<file path="src/rtl/decode_hazard_ctrl.sv">
// Decode-stage pipeline controller: load-use and DPU scoreboard hazard
// detection, DPU issue sequencing and redirect flush generation.
module decode_hazard_ctrl #(
  parameter int unsigned NUM_REGS     = 32,
  parameter int unsigned MAX_DPU_OPS  = 2,
  parameter int unsigned FLUSH_CYCLES = 2
) (
  input  logic                        clk,
  input  logic                        rst_ni,
  input  logic                        id_valid_i,
  input  logic [$clog2(NUM_REGS)-1:0] id_rs1_i,
  input  logic [$clog2(NUM_REGS)-1:0] id_rs2_i,
  input  logic [$clog2(NUM_REGS)-1:0] id_rd_i,
  input  logic                        id_uses_rs1_i,
  input  logic                        id_uses_rs2_i,
  input  logic                        id_reg_write_i,
  input  logic                        id_is_dpu_i,
  input  logic                        ex_is_load_i,
  input  logic [$clog2(NUM_REGS)-1:0] ex_rd_i,
  input  logic                        redirect_i,
  input  logic                        dpu_ready_i,
  input  logic                        dpu_done_i,
  input  logic [$clog2(NUM_REGS)-1:0] dpu_done_rd_i,
  output logic                        stall_o,
  output logic                        flush_o,
  output logic                        issue_o,
  output logic                        dpu_req_o,
  output logic [NUM_REGS-1:0]         pending_o,
  output logic                        err_o
);

  localparam int unsigned    CW         = (FLUSH_CYCLES > 1) ? $clog2(FLUSH_CYCLES) : 1;
  localparam logic [CW-1:0]  FLUSH_LOAD = CW'(FLUSH_CYCLES - 1);
  localparam logic [2:0]     DCNT_MAX   = 3'(MAX_DPU_OPS);

  typedef enum logic {RUN, FLUSH} state_t;

  state_t              state_q, state_d;
  logic [CW-1:0]       fcnt_q, fcnt_d;
  logic [NUM_REGS-1:0] pending_q, pending_d;
  logic [2:0]          dcnt_q, dcnt_d;
  logic                err_q, err_d;

  logic [NUM_REGS-1:0] done_mask, eff_pending, set_mask;
  logic                raw_dpu, waw_dpu, load_use, dpu_full, hazard;
  logic                accept, done_ok;

  // Hazard detection; a completing DPU write releases its register this cycle.
  always_comb begin
    done_mask   = dpu_done_i ? (NUM_REGS'(1) << dpu_done_rd_i) : '0;
    eff_pending = pending_q & ~done_mask;
    raw_dpu  = (id_uses_rs1_i && (id_rs1_i != '0) && eff_pending[id_rs1_i]) ||
               (id_uses_rs2_i && (id_rs2_i != '0) && eff_pending[id_rs2_i]);
    waw_dpu  = id_reg_write_i && (id_rd_i != '0) && eff_pending[id_rd_i];
    load_use = ex_is_load_i && (ex_rd_i != '0) &&
               ((id_uses_rs1_i && (id_rs1_i == ex_rd_i)) ||
                (id_uses_rs2_i && (id_rs2_i == ex_rd_i)));
    dpu_full = id_is_dpu_i && (dcnt_q == DCNT_MAX) && !dpu_done_i;
    hazard   = id_valid_i && (raw_dpu || waw_dpu || load_use || dpu_full);
  end

  // Pipeline control outputs; flush overrides any stall.
  always_comb begin
    flush_o   = redirect_i || (state_q == FLUSH);
    dpu_req_o = id_valid_i && id_is_dpu_i && !hazard && !flush_o;
    stall_o   = !flush_o && (hazard || (dpu_req_o && !dpu_ready_i));
    issue_o   = id_valid_i && !stall_o && !flush_o;
    pending_o = pending_q;
    err_o     = err_q;
  end

  // Flush FSM: fcnt holds the flush cycles still owed after the current one,
  // so FLUSH is left once the last owed cycle has been spent.
  always_comb begin
    state_d = state_q;
    fcnt_d  = fcnt_q;
    if (redirect_i) begin
      fcnt_d  = FLUSH_LOAD;
      state_d = (FLUSH_CYCLES > 1) ? FLUSH : RUN;
    end else if (state_q == FLUSH) begin
      fcnt_d = fcnt_q - CW'(1);
      if (fcnt_q == CW'(1)) state_d = RUN;
    end
  end

  // Scoreboard and outstanding-op counter; set beats clear on the same rd.
  always_comb begin
    accept    = dpu_req_o && dpu_ready_i;
    done_ok   = dpu_done_i && (dcnt_q != '0);
    set_mask  = (accept && id_reg_write_i && (id_rd_i != '0)) ? (NUM_REGS'(1) << id_rd_i) : '0;
    pending_d = (done_ok ? (pending_q & ~done_mask) : pending_q) | set_mask;
    dcnt_d    = dcnt_q;
    if (accept && !done_ok)      dcnt_d = dcnt_q + 3'd1;
    else if (!accept && done_ok) dcnt_d = dcnt_q - 3'd1;
    err_d     = err_q || (dpu_done_i && (dcnt_q == '0));
  end

  // State registers with asynchronous reset.
  always_ff @(posedge clk or posedge rst_ni) begin
    if (rst_ni) begin
      state_q   <= RUN;
      fcnt_q    <= '0;
      pending_q <= '0;
      dcnt_q    <= '0;
      err_q     <= 1'b0;
    end else begin
      state_q   <= state_d;
      fcnt_q    <= fcnt_d;
      pending_q <= pending_d;
      dcnt_q    <= dcnt_d;
      err_q     <= err_d;
    end
  end

endmodule

</file>
<file path="config.mk">
export PLATFORM = sky130hd
export DESIGN_NAME = decode_hazard_ctrl
export DESIGN_NICKNAME = d
export VERILOG_FILES = /design/src/rtl/decode_hazard_ctrl.sv
export SDC_FILE = /design/constraint.sdc
export NUM_CORES = 1
export LEC_CHECK = 0
export CAP_MARGIN = 20
export CORE_UTILIZATION = 45
export CTS_CLUSTER_DIAMETER = 80
export DETAILED_ROUTE_END_ITERATION = 12
export PLACE_DENSITY = 0.82
export SLEW_MARGIN = 20
export SYNTH_ARGS = -nofsm -noshare
export SYNTH_HDL_FRONTEND = slang
export SYNTH_SLANG_ARGS = --single-unit
</file>
<file path="constraint.sdc">
create_clock -name clk -period 2.8 [get_ports clk]
set_input_delay 0.42 -clock clk [delete_from_list [all_inputs] [get_ports clk]]
set_output_delay 0.42 -clock clk [all_outputs]
set_load 0.05 [all_outputs]
</file>
# Word level (Yosys, flattened, before mapping)
# Index checks and enable logic that the tools add are counted.
word_totals:
  reg_bits: 38
  input_bits: 36
  output_inout_bits: 37
classes:
  add_sub_neg: 3
  order_cmp: 3
  eq_ne: 3
  shift: 2
  n_mux: 16
  n_bitwise: 3
  n_reduce_logical: 50
op_table:
  columns: ["op", "n"]
  rows:
  - ["32-bit two-way mux", 3]
  - ["1-bit by 5-bit << shifter with 32-bit output (first input constant)", 2]
  - ["32-bit bitwise AND", 1]
  - ["32-bit inverter", 1]
  - ["32-bit bitwise OR", 1]
  - ["1-bit logical AND", 27]
  - ["5-bit nonzero test", 4]
  - ["5-bit by 6-bit < comparator with 1-bit output (second input constant)", 3]
  - ["1-bit binary-select mux with 5-bit select", 3]
  - ["5-bit == test", 2]
  - ["1-bit logical OR", 8]
  - ["1-bit two-way mux", 8]
  - ["1-bit logical NOT", 7]
  - ["3-bit two-way mux", 2]
  - ["2-bit nonzero test", 2]
  - ["3-bit by 1-bit adder with 3-bit output (second input constant)", 1]
  - ["3-bit by 2-bit == test with 1-bit output (second input constant)", 1]
  - ["3-bit logical NOT", 1]
  - ["3-bit nonzero test", 1]
  - ["3-bit by 1-bit subtractor with 3-bit output (second input constant)", 1]
  - ["1-bit subtractor (second input constant)", 1]

# Longest topological paths before layout
depth:
  ltp_word: 21
  mapped_depth: 17
  ltp_nobuf: 14

# Worst setup path before layout
# No wires, ideal clock.
synth_timing:
  path_type: "input to output"
  start: "input dpu_done_rd_i[1]"
  end: "output issue_o"
  arrival_time_ps: 3624
  t_required_ps: 2380
  path_slack_ps: -1244
  cell_stages: 9
  cell_sequence: "buf_2 > buf_1 > nor4_1 > a2111o_1 > o21ai_0 > o211ai_1 > a311oi_2 > nand4_4 > nor4_1"
synth_between:
  elab_chain_cells: 21
  word_cells_on_any_way: 27
  cone_classes: "1 x shift; 7 x mux; 2 x bitwise; 17 x reduce/logical"
synth_rtl:
  columns: ["item", "line", "rtl"]
  rows:
  - ["from (decl)", "23", "input logic [$clog2(NUM_REGS)-1:0] dpu_done_rd_i,"]
  - ["1-bit by 5-bit << shifter with 32-bit output (*)", "50", "done_mask = dpu_done_i ? (NUM_REGS'(1) << dpu_done_rd_i) : '0;"]
  - ["32-bit two-way mux (*)", "50", null]
  - ["32-bit inverter (*)", "51", "eff_pending = pending_q & ~done_mask;"]
  - ["32-bit bitwise AND (*)", "51", null]
  - ["1-bit binary-select mux with 5-bit select, on equally long branches", "52, 53", null]
  - ["1-bit two-way mux, on equally long branches", "52, 53", null]
  - ["1-bit logical AND, on equally long branches", "52, 53", null]
  - ["1-bit logical OR", "52", "raw_dpu = (id_uses_rs1_i && (id_rs1_i != '0) && eff_pending[id_rs1_i]) ||"]
  - ["1-bit logical OR (*) (3 in a row)", "59", "hazard = id_valid_i && (raw_dpu || waw_dpu || load_use || dpu_full);"]
  - ["1-bit logical AND (*)", "59", null]
  - ["1-bit logical NOT", "65", "dpu_req_o = id_valid_i && id_is_dpu_i && !hazard && !flush_o;"]
  - ["1-bit logical AND (2 in a row)", "65", null]
  - ["1-bit logical AND", "66", "stall_o = !flush_o && (hazard || (dpu_req_o && !dpu_ready_i));"]
  - ["1-bit logical OR (*)", "66", null]
  - ["1-bit logical AND (*)", "66", null]
  - ["1-bit logical NOT (*)", "67", "issue_o = id_valid_i && !stall_o && !flush_o;"]
  - ["1-bit logical AND (*) (2 in a row)", "67", null]
  - ["to (decl)", "26", "output logic issue_o,"]
# Every way passes the cells marked *; elsewhere a longest branch is shown, timed or not. The select of a mux whose other input is x is not followed.

# Final worst setup path
layout_timing:
  start: "input dpu_done_rd_i[3]"
  end: "output issue_o"
# The elaborated chain is that of the path after synthesis.

==> results.py <==
metrics = {
    "floorplan": {
        "die_area_um2": 7910,
        "rows": 31,
        "core_um2": 7290,
        "ioPinCount": 73,
        "start_util_pct": 46.7,
        "die_h_um": 89.0,
        "die_width_um": 89.0,
    },
    "detailed_routing": {
        "antenna_left": 0,
        "drtPass1Iterations": 5,
        "vias": 4616,
        "wl_um": 16200,
        "drc_errors": 0,
        "vias_per_cell": 6.20,
        "routedWlPerCell_um": 21.8,
        "drt_iter0_drc": 422,
    },
    "sta": {
        "post-route-period-util_pct": 119,
        "setup_slack_ns": -0.546,
        "rsz0062_at_grt": "true",
        "clock.fmax_mhz": 299,
        "fin_skew_ns": 0.00522,
        "max_slew_margin_pct": 62.6,
        "setup_viol": 7,
        "hold_viol_final": 0,
        "min_period_ns": 3.35,
        "tightest_slew_ns": 0.559,
        "fin_tns_setup_ns": -2.61,
        "holdWs_ns": 0.496,
        "maxSlewViolCount": 0,
    },
    "grt": {
        "grt_pass1_wl_um": 23400,
        "grt_overflow_total": 0,
        "grt_pass1_vias": 4431,
        "antenna_found_initial": 0,
        "grt_usage_pct": 40.7,
        "grt_max_degree": 39,
    },
    "synthesis": {
        "async_flop_share_pct": 100,
        "synth_edf_count": 0,
        "synth-warning-count": 0,
        "ys_seq_elements": 38,
        "syn_area_um2": 3400,
        "synth_seq_area_share_pct": 27.9,
        "yosys.area.top_type": "dfrtp_1",
        "synth.avg_cell_area_um2": 8.22,
        "synthTopCellsByArea": "dfrtp_1 (28%), o21ai_0 (12%), mux4_2 (6.6%)",
        "synth_cell_types": 62,
        "synthFlopType": "dfrtp_1",
        "synth_cells": 414,
        "netlist.area_leader.share_pct": 27.9,
        "synth_nets": 452,
    },
    "clock_tree": {
        "ctsHoldBuffers": 0,
        "cts.clk_slew.worst_paths_ns": 0.07,
        "cts_buffers": 5,
        "clkLatencyLatePin_ns": 0.29,
        "clock_path_buffers": 2,
        "htreeDepth": 2,
        "clockRootBuffer": "clkbuf_8",
        "cts_tree": "done",
        "cts.sinks": 38,
    },
    "worst_hold_path": {
        "hp-class": "flip-flop to flip-flop",
        "min_from": "dcnt_q[2]",
    },
    "cells_and_area": {
        "fin_nets": 683,
        "fin_util_pct": 81.9,
        "final_cells": 744,
        "n_antenna_cell": 0,
        "area_growth_pct": 75.5,
        "drive_gt1_share_pct": 40.9,
    },
    "place": {
        "dp_hpwl_um": 11800,
        "gp_routability_congestion": 0.926,
        "io_buffer_count": 72,
        "dp.cells": 705,
    },
    "worst_setup_path": {
        "cpMaxStageDelayCell": "mux4_2",
        "critPathMostFrequentCell": "buf_12",
        "crit_chain": "buf_8 -> buf_6 -> nand4bb_4 -> o21ai_1 -> mux2i_1 -> mux4_2 -> a211oi_2 -> or3_4 -> nand4_4 -> buf_12 -> nor4_4 -> buf_12",
        "crit_arrival_ns": 2.93,
        "criticalPathCategory": "input port to output pin",
        "crit_path_end_kind": "output pin",
        "crit_fanout": 5,
        "required_ns": 2.38,
        "r2r-start": "pending_o[19]",
        "crit_start": "dpu_done_rd_i[3]",
        "crit_path_max_incr_delay_ns": 0.48,
        "worst_setup_path_start_kind": "input port",
    },
    "run": {
        "drv_cap": 0,
    },
    "power_and_ir_drop": {
        "peakVddDrop_uv": 414,
        "powerDensity_nw_per_um2": 309,
        "power_uw": 1850,
        "leakage_uw": 0.00250,
    },
    "run_status": {
        "outcome": "complete, but fails checks",
        "violations": "setup timing",
    },
}
## final cells by class
| cell class | instances | area (µm²) |
|---|---|---|
| tap | 99 | 124 |
| fill | 477 | 1320 |
| inverter | 16 | 60.1 |
| clock buffer | 7 | 86.3 |
| timing repair buffer | 253 | 2200 |
| sequential | 38 | 956 |
| multi-input combinational | 331 | 2540 |
## metrics by stage
step	setup WS (ns)	area, µm²
final	-0.546	5970
after global routing	-0.639	5970
after CTS	-0.526	5850
after detailed placement	-1.24	5390
after global placement	-1.20	5390
after floorplan	-0.485	3550
## cells in the final DEF (no fill, tap or decap), types with 3 or more instances in the layout
| cell type | synthesis | layout |
|---|---|---|
| mux4_2 | 10 | 10 |
| nor2b_1 | 3 | 3 |
| nand4b_1 | 3 | 3 |
| and2_1 | 3 | 3 |
| buf_2 | 9 | 3 |
| nand3_1 | 23 | 23 |
| inv_1 | 14 | 13 |
| a31oi_1 | 4 | 4 |
| o211ai_1 | 10 | 10 |
| nor2_1 | 18 | 16 |
| buf_12 | 0 | 6 |
| dfrtp_1 | 38 | 34 |
| nand2_1 | 27 | 26 |
| buf_6 | 1 | 17 |
| a311oi_2 | 2 | 3 |
| o21ai_0 | 83 | 55 |
| a211oi_2 | 0 | 4 |
| buf_8 | 0 | 3 |
| or3_1 | 6 | 5 |
| clkbuf_8 | 0 | 6 |
| mux2i_1 | 18 | 17 |
| o31ai_1 | 6 | 5 |
| o21ai_1 | 10 | 26 |
| xnor2_1 | 15 | 15 |
| buf_4 | 2 | 161 |
| o21ai_2 | 0 | 11 |
| nor3_1 | 12 | 10 |
| nand3b_1 | 3 | 3 |
| nand4_1 | 8 | 8 |
| nor4_1 | 5 | 3 |
| dlygate4sd2_1 | 0 | 10 |
| dfrtp_2 | 0 | 4 |
| dlymetal6s2s_1 | 0 | 3 |
| clkdlybuf4s50_1 | 0 | 49 |
| nand2b_1 | 9 | 7 |
## path summary, 6_finish.rpt
path | slack (ns) | end | cells past startpoint
worst max-delay path | -0.55 | issue_o | 12
worst min-delay path | 0.50 | dcnt_q[2] | 1
worst max register to register | -0.39 | dcnt_q[2] | 17
worst min register to register | 0.50 | dcnt_q[2] | 1
max in group asynchronous | 1.88 | pending_o[1] | 3
min in group asynchronous | 0.54 | state_q | 3
## sequential cells by signal (all words and copies together), names as in the netlist
name,cells
fcnt_q,1
err_o,1
pending_o,32
dcnt_q,3
state_q,1
## power breakdown
group / switching [µW] / leakage, µW / internal (µW)
Sequential: 28.4 / 0.000505 / 587
Clock: 192 / 0.0000443 / 196
Combinational: 438 / 0.00195 / 405
Total: 658 / 0.00250 / 1190
## synthesized netlist by cell type (all sizes together) (2+ instances only)
cell type and count:
nand2b 9, o21a 3, and3b 2, nor2b 3, nand2 27, or3 7
xnor2 15, buf 15, a211oi 6, dfrtp 38, clkinv 2, a31oi 4
nand3 23, or2 3, o21ai 93, nand4 9, nor2 18, and2 3
nand3b 3, mux4 10, nor4 5, nand4b 3, o2111ai 2, o31ai 6
clkbuf 14, mux2i 18, xor2 3, or4 2, nor3b 3, mux2 2
o211ai 10, a2111oi 2, inv 14, a311oi 5, nand4bb 2, nor3 12
## logic make-up after synthesis
kind of cell,synth area share (%)
AND/OR/NAND/NOR,22.6
flip-flops,27.9
buffers and inverters,5.77
AO/OA/AOI/OAI,25.5
XOR/XNOR,4.63
adder cells (fa/ha/maj),0.956
multiplexers,12.6
## metal layers
layer,GRT usage (%),part of all wire (%)
met5,0,0
met4,19.3,5.5
met3,8.77,8.6
met2,67.1,47
met1,51.3,39
## worst max-delay path: cells and delay by family
kind / cells / cell delay (ns)
AND/OR/NAND/NOR: 4 / 0.85
multiplexers: 2 / 0.63
buffers and inverters: 4 / 0.59
AO/OA/AOI/OAI: 2 / 0.43
## timing repair
action / 4_1_cts / 5_1_grt
pin swaps: 29 / 20
setup endpoints to repair: 37 / 28
buffers inserted: 23 / 9
resized for setup: 97 / 25
gates cloned: 1 / 0
Note: power is estimated with default switching activity, not from simulation.
==> patch, RTL diff (same settings) <==
Put a register stage on the output `err_o`, with the module's reset. The value now appears one clock later. The other outputs are not delayed to match.
--- a/src/rtl/decode_hazard_ctrl.sv
+++ b/src/rtl/decode_hazard_ctrl.sv
@@ -35,6 +35,8 @@
 
   typedef enum logic {RUN, FLUSH} state_t;
 
+  logic err_c;
+
   state_t              state_q, state_d;
   logic [CW-1:0]       fcnt_q, fcnt_d;
   logic [NUM_REGS-1:0] pending_q, pending_d;
@@ -66,7 +68,7 @@
     stall_o   = !flush_o && (hazard || (dpu_req_o && !dpu_ready_i));
     issue_o   = id_valid_i && !stall_o && !flush_o;
     pending_o = pending_q;
-    err_o     = err_q;
+    err_c     = err_q;
   end
 
   // Flush FSM: fcnt holds the flush cycles still owed after the current one,
@@ -112,5 +114,13 @@
     end
   end
 
+  always_ff @(posedge clk or posedge rst_ni) begin
+    if (rst_ni) begin
+      err_o <= '0;
+    end else begin
+      err_o <= err_c;
+    end
+  end
+
 endmodule
 
Formal check against the unedited RTL: not equivalent (a bounded check fails within 4 cycles, from zero or initial values and one cycle with rst_ni high).
==> patch against the unedited design <==
- the run still ends with negative setup slack left
- synthesized area increased by 0.74%
- sequential cell count increased by 1
- clock power increased by 25%
- worst setup slack improved by 0.029 ns
- die area increased by 0.72%
- routed wire length increased by 0.12%
- total power increased by 6.2%
- first-iteration DRC count increased by 16%
- final area decreased by 0.69%
==> patch: results (changes against the unedited design) <==
Pwr
  • Switching Share: 0.349 (-0.00758)

Timing
  • Setup violators final: 6 (-1)
  • Rel. slew slack: 0.576 (-0.0499)
  • Final Skew: 0.0123 ns (+0.00705 ns)
  • WHS: 0.387 ns (-0.110 ns)
  • Final worst slack: -0.517 ns (+0.0289 ns)

Drt
  • Drt total wl: 16200 um (+0.12%)
  • DR iter-0 viols: 488 (+16%)

Logic synthesis
  • Mux contribution to synthesized area: 0.125 (-0.000918)
  • Largest cells by area after synthesis: dfrtp_1, o21ai_0, mux4_2
  • Commonest cells in the netlist: o21ai_0, dfrtp_1, nand2_1
  • Post-Synth Adder-Cell Area: 0.00949 (-0.0000698)
  • Cell count after synthesis: 415 (+0.24%)

Global route
  • Largest net degree at the start of global routing: 40 (+2.6%)
  • Total GRT Usage: 0.412 (+0.00448)
  • Met3 GRT Util: 0.0831 (-0.00462)
  • First-pass GRT wire length: 24300 um (+3.7%)

Worst setup path
  • Critical path arrival: 2.90 ns (-0.03 ns)
  • Worst Path Max Fanout: 7 (+2)

Hold path
  • Worst Hold Launch: err_c
  • Hold Path End: err_o

Final layout
  • Post-route cell area: 5930 um^2 (-0.69%)
  • Fin nets: 675 (-1.2%)
  • Non-Filler Instances: 737 (-0.94%)
  • Layout filler cell count: 474 (-0.63%)
  • Layout cells sized above 1: 0.400 (-0.00962)

Outcome
  • Outcome: finished with violations
  • Violated checks: negative setup slack

Placed design
  • Post-place instance area: 5400 um^2 (+0.19%)
  • GP Congestion: 0.988 (+6.7%)
  • Setup WS pre-CTS: -1.16 ns (+0.0820 ns)
  • Placed cell count: 704 (-0.14%)
patch: cell families after synthesis:
kind of cell    Yosys count
simple gates            138
flops                    39
compound gates          143
fa+ha+maj                 2
buf+inv                  45
xor+xnor                 18
mux                      30
patch: layout make-up:
class	count	share of cell area
multi-input combinational	331	0.423
timing repair buffer	244	0.362
sequential	39	0.165
tap	99	0.0209
clock buffer	5	0.0116
inverter	16	0.0101
clock inverter	3	0.00738
patch: timing repair:
| item | 4_1_cts | 5_1_grt |
|---|---|---|
| endpoints found under the setup margin | 37 | 23 |
| hold buffers | 0 | 0 |
| buffers inserted | 20 | 5 |
| pin swaps | 31 | 15 |
| gates resized for setup | 98 | 25 |
| gates cloned | 1 | 0 |
patch: power by group through the flow:
stage          registers (mW)  logic (mW)  clock network (mW)
2_1_floorplan           0.684       0.331                   0
3_3_place_gp            0.640       0.707                   0
3_5_place_dp            0.641       0.723                   0
4_1_cts                 0.632       0.782               0.484
5_1_grt                 0.638       0.884               0.506
6_report                0.635       0.843               0.482
